## config.mk

```make
export PLATFORM = sky130hd
export DESIGN_NAME = interrupt_controller
export DESIGN_NICKNAME = d
export VERILOG_FILES = /design/src/rtl/interrupt_controller_pkg.sv /design/src/rtl/interrupt_controller_prio_enc.sv /design/src/rtl/interrupt_controller.sv
export SDC_FILE = /design/constraint.sdc
export NUM_CORES = 1
export LEC_CHECK = 0
export CAP_MARGIN = 20
export CELL_PAD_IN_SITES_DETAIL_PLACEMENT = 1
export CELL_PAD_IN_SITES_GLOBAL_PLACEMENT = 2
export CORE_MARGIN = 3
export CORE_UTILIZATION = 24
export DETAILED_ROUTE_END_ITERATION = 16
export PLACE_DENSITY = 0.85
export SLEW_MARGIN = 30
export SYNTH_ARGS = -nofsm -noshare
export SYNTH_HDL_FRONTEND = slang
export SYNTH_SLANG_ARGS = --single-unit
export TNS_END_PERCENT = 50
```

## constraint.sdc

```tcl
create_clock -name clk -period 1.6 [get_ports clk]
set_input_delay 0.32 -clock clk [delete_from_list [all_inputs] [get_ports clk]]
set_output_delay 0.32 -clock clk [all_outputs]
set_load 0.05 [all_outputs]
```

## src/rtl/interrupt_controller_pkg.sv

```systemverilog
// Shared types and constants for the interrupt controller.
package interrupt_controller_pkg;

  localparam int INTC_IRQ_ID_WIDTH = 3;

  typedef enum logic [1:0] {
    INTC_STATE_IDLE       = 2'd0,
    INTC_STATE_REQUEST    = 2'd1,
    INTC_STATE_IN_SERVICE = 2'd2
  } intc_state_e;

endpackage

```

## src/rtl/interrupt_controller_prio_enc.sv

```systemverilog
// Fixed-priority encoder: the lowest set index wins.
module intc_priority_encoder
  import interrupt_controller_pkg::*;
#(
  parameter int IRQ_COUNT = 4
) (
  input  logic [IRQ_COUNT-1:0]         req_i,
  output logic                         valid_o,
  output logic [INTC_IRQ_ID_WIDTH-1:0] index_o
);

  // Scan from the top down so the lowest set bit is the last assignment.
  always_comb begin
    valid_o = 1'b0;
    index_o = '0;
    for (int i = IRQ_COUNT - 1; i >= 0; i--) begin
      if (req_i[i]) begin
        valid_o = 1'b1;
        index_o = INTC_IRQ_ID_WIDTH'(i);
      end
    end
  end

endmodule

```

## src/rtl/interrupt_controller.sv

```systemverilog
// Interrupt controller: edge-latches peripheral requests, arbitrates by
// fixed priority and hands one interrupt at a time to the decode stage.
// Optional macro INTC_MASK_EN adds a writable per-line enable register.
module interrupt_controller
  import interrupt_controller_pkg::*;
#(
  parameter int IRQ_COUNT     = 4,
  parameter int PC_WIDTH      = 10,
  parameter int VECTOR_BASE   = 1,
  parameter int VECTOR_STRIDE = 1
) (
  input  logic                         clk,
  input  logic                         reset,
  input  logic [IRQ_COUNT-1:0]         irq_lines,
  input  logic                         sreg_i,
  input  logic                         pipeline_ready,
  input  logic                         irq_ack,
  input  logic                         reti_done,
`ifdef INTC_MASK_EN
  input  logic                         mask_we,
  input  logic [IRQ_COUNT-1:0]         mask_wdata,
`endif
  output logic                         irq,
  output logic [PC_WIDTH-1:0]          isr_vector,
  output logic [INTC_IRQ_ID_WIDTH-1:0] irq_id,
  output logic [IRQ_COUNT-1:0]         pending,
  output logic                         in_service
);

  intc_state_e                  state_q;
  logic                         irq_q, in_service_q;
  logic [INTC_IRQ_ID_WIDTH-1:0] irq_id_q;
  logic [PC_WIDTH-1:0]          vec_q, vec_sel;
  logic [IRQ_COUNT-1:0]         hist_q, pending_q, pending_d;
  logic [IRQ_COUNT-1:0]         rise, clr, enable;
  logic                         ack_hit, sel_valid;
  logic [INTC_IRQ_ID_WIDTH-1:0] sel_idx;

`ifdef INTC_MASK_EN
  logic [IRQ_COUNT-1:0] enable_q;

  // Per-line enable register; masked lines still latch but do not arbitrate.
  always_ff @(posedge clk) begin
    if (reset)        enable_q <= '1;
    else if (mask_we) enable_q <= mask_wdata;
  end
  assign enable = enable_q;
`else
  assign enable = '1;
`endif

  assign rise    = irq_lines & ~hist_q;
  assign ack_hit = (state_q == INTC_STATE_REQUEST) && irq_ack;

  // Next pending: clear the acknowledged line, but a same-cycle edge re-sets it.
  always_comb begin
    clr = '0;
    for (int k = 0; k < IRQ_COUNT; k++) begin
      if (k == int'(irq_id_q)) clr[k] = ack_hit;
    end
    pending_d = (pending_q & ~clr) | rise;
  end

  // Edge-detect history and pending latch.
  always_ff @(posedge clk) begin
    if (reset) begin
      hist_q    <= '0;
      pending_q <= '0;
    end else begin
      hist_q    <= irq_lines;
      pending_q <= pending_d;
    end
  end

  intc_priority_encoder #(.IRQ_COUNT(IRQ_COUNT)) u_prio (
    .req_i   (pending_q & enable),
    .valid_o (sel_valid),
    .index_o (sel_idx)
  );

  // Vector wraps modulo 2^PC_WIDTH by construction of the operand widths.
  assign vec_sel = PC_WIDTH'(VECTOR_BASE)
                 + PC_WIDTH'(sel_idx) * PC_WIDTH'(VECTOR_STRIDE);

  // Request/service FSM with registered outputs; id and vector freeze in REQUEST.
  always_ff @(posedge clk) begin
    if (reset) begin
      state_q      <= INTC_STATE_IDLE;
      irq_q        <= 1'b0;
      in_service_q <= 1'b0;
      irq_id_q     <= '0;
      vec_q        <= PC_WIDTH'(VECTOR_BASE);
    end else begin
      case (state_q)
        INTC_STATE_IDLE: begin
          if (sreg_i && pipeline_ready && sel_valid) begin
            state_q  <= INTC_STATE_REQUEST;
            irq_q    <= 1'b1;
            irq_id_q <= sel_idx;
            vec_q    <= vec_sel;
          end
        end
        INTC_STATE_REQUEST: begin
          if (irq_ack) begin
            state_q      <= INTC_STATE_IN_SERVICE;
            irq_q        <= 1'b0;
            in_service_q <= 1'b1;
          end else if (!sreg_i) begin
            state_q <= INTC_STATE_IDLE;
            irq_q   <= 1'b0;
          end
        end
        INTC_STATE_IN_SERVICE: begin
          if (reti_done) begin
            state_q      <= INTC_STATE_IDLE;
            in_service_q <= 1'b0;
          end
        end
        default: begin
          state_q      <= INTC_STATE_IDLE;
          irq_q        <= 1'b0;
          in_service_q <= 1'b0;
        end
      endcase
    end
  end

  assign irq        = irq_q;
  assign in_service = in_service_q;
  assign irq_id     = irq_id_q;
  assign isr_vector = vec_q;
  assign pending    = pending_q;

endmodule

```

Yosys cells after proc, flatten, opt, wreduce, memory -nomap -nowiden:

Index checks and enable logic that the tools add are counted.

* bits in registers: 25
* output and inout port bits: 19
* logic and storage cells: 57
* bits of input ports: 10

* mux-type cells: 24
* bitwise operators: 7
* $add $sub $neg: 1
* equal/unequal tests: 9
* reduce and logical (&&, ||, !) cells: 9

Operators with widths (count)
* 2-bit two-way mux: 8
* 1-bit two-way mux: 13
* 3-bit AND reduction: 3
* 4-bit bitwise AND: 2
* 4-bit inverter: 2
* 3-bit equality test (first input constant): 2
* 2-bit inequality test (second input constant): 3
* 1-bit case mux with 3 select lines: 2
* 2-bit case mux with 3 select lines: 1
* 1-bit by 3-bit adder with 4-bit output (first input constant): 1
* 4-bit OR: 1
* 2-bit by 3-bit equality test with 1-bit output (first input constant): 1
* 1-bit logical AND: 3
* 3-bit logical NOT: 1
* 3-bit inequality test (second input constant): 1
* 2-bit by 1-bit equality test with 1-bit output (second input constant): 1
* 2-bit equality test (second input constant): 1
* 2-bit logical NOT: 1
* 1-bit inverter: 2
* 2-bit AND reduction: 1

Longest topological paths before layout:

* word-level depth: 7
* depth in mapped cells: 5
* depth with buffers taken out: 5

By module:

Synthesis repeated with hierarchy kept, for this count alone.

* cell total of the unflattened synthesis: 96
* area total of the unflattened synthesis: 845.8 um^2

By module, submodules not included
* interrupt_controller: seq. area each 380.4 um^2, instances 1, area an instance 799.5 um^2, cells each 87
* intc_priority_encoder: seq. area each 0.0 um^2, instances 1, area an instance 46.3 um^2, cells each 9

Worst setup path after synthesis:

OpenSTA, ideal clock, no wires.

* path type: flip-flop to flip-flop
* from: reg pending_q[1], in the netlist pending[1]
* to: reg vec_q[0], in the netlist isr_vector[0]
* path buffers: 0
* clock period less this slack: 1.639 ns
* required time: 1.480 ns
* cell stages (with the launch flop): 4
* arrival time: 1.519 ns
* path slack: -0.039 ns
* setup time: 0.120 ns
* cells stage by stage: dfxtp_1 -> or4_4 -> and2_4 -> o31a_1

* longest elaborated chain between the ends: 4
* elaborated cells on any way between the ends: 7
* those cells by class: add/sub (1); mux (4); reduce/logical (2)

Ends and longest elaborated chain
* start: declaration: RTL line interrupt_controller.sv:34 `logic [IRQ_COUNT-1:0] hist_q, pending_q, pending_d;`
* start signal: assignment: RTL line interrupt_controller.sv:71 `pending_q <= pending_d;`
* branches (longest 4 deep; another with 1-bit by 3-bit adder with 4-bit output)
* end signal: assignment: RTL line interrupt_controller.sv:92 `vec_q <= PC_WIDTH'(VECTOR_BASE);`
* end signal: assignment: RTL line interrupt_controller.sv:100 `vec_q <= vec_sel;`
* end: declaration: RTL line interrupt_controller.sv:33 `logic [PC_WIDTH-1:0] vec_q, vec_sel;`

Several ways; the timed one is not identified.
A chain may end at the register's enable or synchronous reset.

Worst setup path in the final report:

* from: reg pending_q[2], in the netlist pending[2]
* to: reg vec_q[0], in the netlist isr_vector[0]

* longest elaborated chain between the ends: 5
* elaborated cells on any way between the ends: 9
* those cells by class: add/sub (1); mux (6); reduce/logical (2)

Ends and longest elaborated chain
* branches (longest 5 deep; another with 1-bit by 3-bit adder with 4-bit output)

Several ways; the timed one is not identified.

==> reports/metrics.yaml <==
global_routing:
  overflow: 0
  antenna_found_initial: 0
  grt_max_degree: 13
  grt_usage: 0.111
  grt_busiest_layer: "met2"
  gr-usage-met2: 0.181
  grt_pass1_vias: 745
  use_met1: 0.121
  grtUsageMet3: 0.0468
  grt_first_pass_wirelength_microns: 3330
synthesis:
  synth_seq_cells: 17
  seq_area_frac_synth: 0.449
  synth_warnings: 0
  synthesis.area_sq_um: 758
  synth_cell_type_count: 25
  avgSynthCellArea_sq_um: 9.14
  synthCells: 83
floorplanning:
  dieArea_sq_um: 3870
  core_area_sq_um: 2880
  rows: 19
  die_h_microns: 62.2
  boundaryPins: 29
  start_util: 0.264
  die_w_microns: 62.2
final_layout:
  nets: 121
  area_growth_syn_to_layout_pct: 42.9
  diodes: 0
  drive_gt1_frac: 0.239
  num-fill-cells: 335
  fin_util: 0.377
  stdcell_count: 151
place:
  pre_cts_slack_ns: 0.0529
  dp.cells: 147
  portBuffers: 20
  gp_congestion: 0.772
  hpwl_microns: 1520
route:
  wl_per_cell_microns: 12.6
  drc_errors: 0
  vias: 661
  vias_per_cell: 4.38
  first_iter_violations: 19
  routed_wl_microns: 1900
  dr.pass1.iters: 4
  antenna_left: 0
sta:
  finalHoldViolCount: 0
  rsz0062_at_grt: "false"
  finalSetupTns_ns: 0
  finalSetupViolations: 0
  fin_ws_ns: 0.135
  skew_ns: 0.00658
  final-max-slew-violation-count: 0
  post-route-period-util: 0.916
  min_period_ns: 1.46
  fmax_mhz: 683
setup_path:
  r2r_setup_slack_ns: 0.14
  reg2reg_depth: 3
  reg2reg_from: "pending[2]"
  critPathCaptureType: "register"
  r2r_end: "isr_vector[0]"
  worst_setup_path_start_kind: "register"
  worstSetupPathType: "register to register"
  critPathMaxFanout: 5
  crit_required_ns: 1.80
  cp.arrival_ns: 1.67
cts:
  cts_sinks: 17
  htreeDepth: 1
  tritoncts: "yes"
  numCtsBuffers: 3
  clock_latency_ns: 0.30
  hold_buffers: 0
  clkTransAtPathRegs_ns: 0.11
  clockBufferDepth: 2
  postCtsSetupBuffers: 0
  cts_root_buf: "clkbuf_4"
  cts_resized: 0
power_and_ir_drop:
  switching_share: 0.332
  pwr-share-clk: 0.244
  p_leak_nw: 0.421
  internal_power_mw: 0.653
  finalPower_mw: 0.978
  pwr-share-seq: 0.477
  combPwrFrac: 0.279
  switchingPower_mw: 0.325
  peakVddDrop_uv: 517
  power_density_nw_per_um2: 902
flow_run:
  drv_cap: 0
min_path:
  whs_path_depth: 2
  hold_class: "register to register"
  hold_start: "irq"
  hold_end: "irq"
run_status:
  status: "finished clean"
## worst max path at each step
| stage | from | to | slack [ns] |
|---|---|---|---|
| floorplan | pending[2] | isr_vector[0] | 0.007 |
| global placement | sreg_i | isr_vector[0] | 0.09 |
| detailed placement | sreg_i | isr_vector[0] | 0.05 |
| CTS | pending[2] | isr_vector[0] | 0.13 |
| global route | pending[2] | isr_vector[1] | 0.04 |
| finish | pending[2] | isr_vector[0] | 0.14 |
## per-layer routing
metal / vias up / share of wire
li1: 325 / -
met1: 315 / 0.42
met2: 19 / 0.49
met3: 2 / 0.073
met4: 0 / 0.016
met5: - / 0
## area by class of cell
cell class	instances	area (sq um)	area share
clock buffer	3	22.5	0.0208
clock inverter	1	5.00	0.00462
inverter	2	7.51	0.00693
multi-input combinational	61	369	0.341
sequential	17	342	0.315
tap	42	52.6	0.0485
timing repair buffer	25	285	0.263
## synthesized netlist by cell type, drive strengths merged
cell type,count,share of area
dfxtp,17,0.45
a21oi,9,0.059
o21ai,9,0.059
buf,8,0.079
nand2b,7,0.058
nor2b,5,0.041
nand2,4,0.020
nand4b,3,0.035
clkbuf,2,0.0099
inv,2,0.0099
nor2,2,0.0099
nor3b,2,0.020
and2,1,0.012
and4bb,1,0.016
conb,1,0.0049
ha,1,0.016
nand3b,1,0.0099
nand4bb,1,0.015
nor3,1,0.0066
o2111ai,1,0.012
o21a,1,0.0099
o21ba,1,0.013
o31a,1,0.012
or2,1,0.0083
or4,1,0.015
## worst max-delay path, stage by stage, from the launching register on
cell,delay (ns)
dfxtp_1,0.38
or4_4,0.57
and2_4,0.19
o31a_1,0.23
## layout by cell type (no fill, tap or decap)
master,synthesis,layout
or2_2,1,1
dfxtp_2,0,1
inv_1,2,2
and2_4,1,1
dfxtp_1,17,16
nor3_1,1,1
clkdlybuf4s50_1,0,9
nand4b_1,3,3
or4_4,1,1
nor2b_1,5,5
o21ba_2,1,1
nor2_1,2,2
ha_1,1,1
nand3b_1,1,1
o21ai_0,9,9
a21oi_1,9,9
clkbuf_4,0,3
nand2_1,4,4
buf_12,0,6
nand2b_1,7,7
o21a_1,1,1
o31a_1,1,1
conb_1,1,8
o2111ai_1,1,1
nor3b_1,2,2
nand4bb_1,1,1
and4bb_2,1,1
buf_4,8,10
clkinv_2,0,1
## power groups by stage
stage                     Clock, mW  Combinational, mW  Sequential [mW]
after global routing          0.276              0.292            0.472
final                         0.238              0.273            0.467
after CTS                     0.250              0.275            0.468
after global placement            0              0.268            0.476
after detailed placement          0              0.275            0.477
after floorplan                   0              0.120            0.532
## sequential cells by signal (all words and copies together), names as in the netlist
name and count:
in_service 1, irq_id 2, isr_vector 3, pending 4, state_q 2, irq 1
hist_q 4
## stage by stage
stage	instance area (sq um)	hold slack, ns
after global placement	1060	0.450
after floorplan	786	0.448
after CTS	1080	0.496
after global routing	1080	0.538
final	1080	0.491
after detailed placement	1060	0.478
## cells by family (layout without fill, tap and decap cells)
group           after synthesis  in the layout  synth area share
buf+inv                      12             31            0.0990
fa+ha+maj                     1              1            0.0165
flops                        17             17             0.449
compound gates               22             22             0.165
simple gates                 30             30             0.266
other cells                   1              8           0.00495
No activity file was read; power rests on OpenSTA's default activity.
